<file path="src/rtl/serial_word_tx.sv">
// Parallel-in serial-out word transmitter with MSB-first or LSB-first bit order.
// Latency: first bit one cycle after accept, WIDTH bit cycles, then a done pulse on the next cycle.
// Backpressure: load_ready is low for the whole frame; hold freezes the shifter with sout_valid low.
module serial_word_tx #(
    parameter int WIDTH = 4
) (
    input  logic             clk,
    input  logic             rst,
    input  logic [WIDTH-1:0] data_in,
    input  logic             left,
    input  logic             load_valid,
    output logic             load_ready,
    input  logic             hold,
    output logic             sout,
    output logic             sout_valid,
    output logic             frame_start,
    output logic             done
);

    localparam int CNT_W = $clog2(WIDTH);
    localparam logic [CNT_W-1:0] CNT_LAST = CNT_W'(WIDTH - 1);
    localparam logic [CNT_W-1:0] CNT_ONE  = CNT_W'(1);

    typedef enum logic {IDLE = 1'b0, SHIFT = 1'b1} state_t;

    state_t           state, state_nxt;
    logic [WIDTH-1:0] shreg, shreg_nxt;
    logic [CNT_W-1:0] cnt, cnt_nxt;
    logic             dir_q, dir_nxt;
    logic             sout_nxt, sout_valid_nxt, frame_start_nxt, done_nxt;
    logic             accept;

    assign load_ready = (state == IDLE);
    assign accept     = load_valid && load_ready;

    // State and registered datapath/outputs; reset wins over everything
    always_ff @(posedge clk) begin
        if (rst) begin
            state       <= IDLE;
            shreg       <= '0;
            cnt         <= '0;
            dir_q       <= 1'b0;
            sout        <= 1'b0;
            sout_valid  <= 1'b0;
            frame_start <= 1'b0;
            done        <= 1'b0;
        end else begin
            state       <= state_nxt;
            shreg       <= shreg_nxt;
            cnt         <= cnt_nxt;
            dir_q       <= dir_nxt;
            sout        <= sout_nxt;
            sout_valid  <= sout_valid_nxt;
            frame_start <= frame_start_nxt;
            done        <= done_nxt;
        end
    end

    // Next state: leave IDLE on accept, return once the last bit has been presented
    always_comb begin
        state_nxt = state;
        case (state)
            IDLE:    if (accept) state_nxt = SHIFT;
            SHIFT:   if (!hold && cnt == '0) state_nxt = IDLE;
            default: state_nxt = IDLE;
        endcase
    end

    // Next datapath and output values; the bit on deck is always the neighbour of the
    // edge bit just sent, since shreg shifts toward the outgoing end each bit
    always_comb begin
        shreg_nxt       = shreg;
        cnt_nxt         = cnt;
        dir_nxt         = dir_q;
        sout_nxt        = 1'b0;
        sout_valid_nxt  = 1'b0;
        frame_start_nxt = 1'b0;
        done_nxt        = 1'b0;
        case (state)
            IDLE: begin
                if (accept) begin
                    shreg_nxt       = data_in;
                    dir_nxt         = left;
                    sout_nxt        = left ? data_in[WIDTH-1] : data_in[0];
                    sout_valid_nxt  = 1'b1;
                    frame_start_nxt = 1'b1;
                    cnt_nxt         = CNT_LAST;
                end
            end
            SHIFT: begin
                if (hold) begin
                    sout_nxt = sout;
                end else if (cnt != '0) begin
                    if (dir_q) begin
                        sout_nxt  = shreg[WIDTH-2];
                        shreg_nxt = shreg << 1;
                    end else begin
                        sout_nxt  = shreg[1];
                        shreg_nxt = shreg >> 1;
                    end
                    sout_valid_nxt = 1'b1;
                    cnt_nxt        = cnt - CNT_ONE;
                end else begin
                    done_nxt = 1'b1;
                end
            end
            default: ;
        endcase
    end

endmodule

</file>
<file path="config.mk">
export PLATFORM = sky130hd
export DESIGN_NAME = serial_word_tx
export DESIGN_NICKNAME = d
export VERILOG_FILES = /design/src/rtl/serial_word_tx.sv
export SDC_FILE = /design/constraint.sdc
export NUM_CORES = 1
export LEC_CHECK = 0
export CAP_MARGIN = 20
export CORE_AREA = 2 2 39 41
export CTS_BUF_LIST = sky130_fd_sc_hd__clkbuf_2 sky130_fd_sc_hd__clkbuf_4 sky130_fd_sc_hd__clkbuf_8
export DETAILED_ROUTE_END_ITERATION = 6
export DIE_AREA = 0 0 41 43
export GPL_ROUTABILITY_DRIVEN = 0
export HOLD_SLACK_MARGIN = 0.02
export PLACE_DENSITY = 0.76
export REMOVE_ABC_BUFFERS = 1
export SKIP_CTS_REPAIR_TIMING = 1
export SKIP_LAST_GASP = 1
export SLEW_MARGIN = 20
export SYNTH_ARGS = -nofsm -noshare
export SYNTH_HDL_FRONTEND = slang
export SYNTH_SLANG_ARGS = --single-unit
</file>
<file path="constraint.sdc">
create_clock -name clk -period 2.15 [get_ports clk]
set_clock_uncertainty 0.15 [all_clocks]
set_input_delay 0.5375 -clock clk [delete_from_list [all_inputs] [get_ports clk]]
set_output_delay 0.5375 -clock clk [all_outputs]
set_load 0.03 [all_outputs]
</file>
==> flow_summary.ini <==
[drt]
dr.pass1.iters = 4
wl_um = 1260
drc = 0
drt_iter0_drc = 19
antenna_left = 0
wl_per_cell_um = 12.8
vias_per_cell = 5.54
num_vias = 543

[finish]
multi_input_area_um2 = 325
final_cell_mix = dfxtp_1, clkdlybuf4s50_1, nor3_1
ff_latch_area_um2 = 240
n_antenna_cell = 0
final_core_util_pct = 57.3
final_area_um2 = 793
n_fill_cell = 136
nNetsFinal = 95
drive_above_1_share_pct = 15.9
syn2layout_area_growth_pct = 32.6

[outcome]
outcome = finished clean

[clock_tree]
cts_tree = yes
cts-root-buf = clkbuf_4
path_clk_slew_ps = 70
clock_tree.buffer_depth = 2
clock-sinks = 12
cts_made_buffers = 3
h-tree-depth = 1
insertion_delay_ps = 270

[sta]
hold_viol_final = 0
relSlewSlack_pct = 69.7
rsz0062_at_grt = false
drv_slew = 0
period_needed_ps = 1950
period_share_pct = 90.8
worst_pin_slew_ps = 453
holdWs_ps = 311
fmaxAchievable_mhz = 512
fin_setup_tns_ps = 0
finalSetupViolations = 0

[worst_setup_path]
path_buf_inv = 1
rrSetupSlack_ps = 420
cpPeakStageDelay_ps = 670
cp_slowest_cell = clkdlybuf4s50_1
critPathMaxFanout = 2
path_cells = clkdlybuf4s50_1
start_kind = flip-flop
worstPathRequired_ps = 1460
worst-setup-path-type = flip-flop to output pin
worstPathArrival_ps = 1260
critPathTopFamily = buffers and inverters
critPathCaptureType = output pin

[power_and_ir_drop]
power_mw = 0.513
power.leakage_nw = 0.309
p_per_area_nw_per_um2 = 647
ir_drop_uv = 281

[placed_design]
portBuffers = 13
placed_area_um2 = 768
dp_hpwl_um = 906

[floorplan]
core_region_area_um2 = 1380
rows = 14
die_h_um = 43
start_util_pct = 43.2
dieWidth_um = 41
die_area_um2 = 1760
ios = 14

[worst_hold_path]
hp-class = flip-flop to flip-flop

[global_routing]
antenna_found_initial = 0
grt_max_degree = 14
grt_pass1_vias = 505
grt_pass1_wl_um = 1980
grt_remaining_overflow = 0
grt_usage_pct = 16.9

[synthesis]
synth_top_area_share_pct = 40.2
synth_seq_area_share_pct = 40.2
synth.avg_cell_area_um2 = 9.20
synth.largest_area_cell = dfxtp_1
syn-cell-area_um2 = 598
yosys.cell_types.count = 27
ys_ff_latch = 12
ys_warn_count = 0
syn_inst = 65
netlist_top_cells_area = dfxtp_1, mux2_2, nor3_1, a221oi_2, ha_1

[flow_run]
maxCapViolCount = 0
-- cell type report --
cell class	instances	area share [%]
Clock buffer	3	2.84
Inverter	4	1.89
Tap cell	16	2.52
Timing Repair Buffer	18	21.5
Sequential cell	12	30.3
Multi-Input combinational cell	45	41.0
-- synthesized netlist by cell type --
master     n
mux2i_1    2
a311oi_1   2
nor3_1     6
or3_1      1
buf_2      2
dfxtp_1   12
a21oi_1    3
nor3b_1    1
nor4b_1    1
o21ai_1    2
a221oi_2   2
o311ai_0   1
or3b_1     1
nor2b_1    3
nor2_1     2
nand2b_1   2
inv_1      4
nand4b_1   2
nand2_1    4
and2_1     1
mux2_2     3
ha_1       2
clkbuf_1   2
and3_1     1
a211oi_1   1
o21ai_0    1
a21o_1     1
-- flip-flops by register name, indices dropped and copies added, names as in the netlist --
| name | flops |
|---|---|
| dir_q | 1 |
| sout_valid | 1 |
| state | 1 |
| cnt | 2 |
| done | 1 |
| sout | 1 |
| shreg | 4 |
| frame_start | 1 |
-- worst paths after layout --
check / from / end / cells past startpoint
max: sout$_SDFFE_PP0P_ / sout / 1
min: cnt[0]$_SDFFE_PP0P_ / cnt[0]$_SDFFE_PP0P_ / 2
max reg2reg: cnt[0]$_SDFFE_PP0P_ / shreg[0]$_SDFFE_PP0P_ / 5
min reg2reg: cnt[0]$_SDFFE_PP0P_ / cnt[0]$_SDFFE_PP0P_ / 2
-- stage by stage --
step	instances	setup WS [ps]
final	98	198
after global routing	98	152
after CTS	98	26.2
after detailed placement	95	57.4
after global placement	95	98.6
after floorplan	61	526
-- logic make-up after synthesis --
group | count (synthesis) | synth area share [%]
compound gates | 13 | 16.9
flops | 12 | 40.2
fa+ha+maj | 2 | 4.18
buf+inv | 8 | 5.44
mux | 5 | 9.00
simple gates | 25 | 24.3
-- power by group --
| part | switching [mW] | leakage, nW | internal (mW) |
|---|---|---|---|
| clock network | 0.0693 | 0.0138 | 0.0648 |
| registers | 0.00989 | 0.0991 | 0.240 |
| logic | 0.0645 | 0.196 | 0.0644 |
-- metal layers --
layer,track usage [%],up-vias,wire (um),part of all wire (%)
met2,27.2,17,574,46
li1,-,271,-,-
met1,18.5,251,597,47
met3,3.14,4,55,4.4
met5,0,-,0,0
met4,12.0,0,30,2.4
No activity file was read; power rests on OpenSTA's default activity.
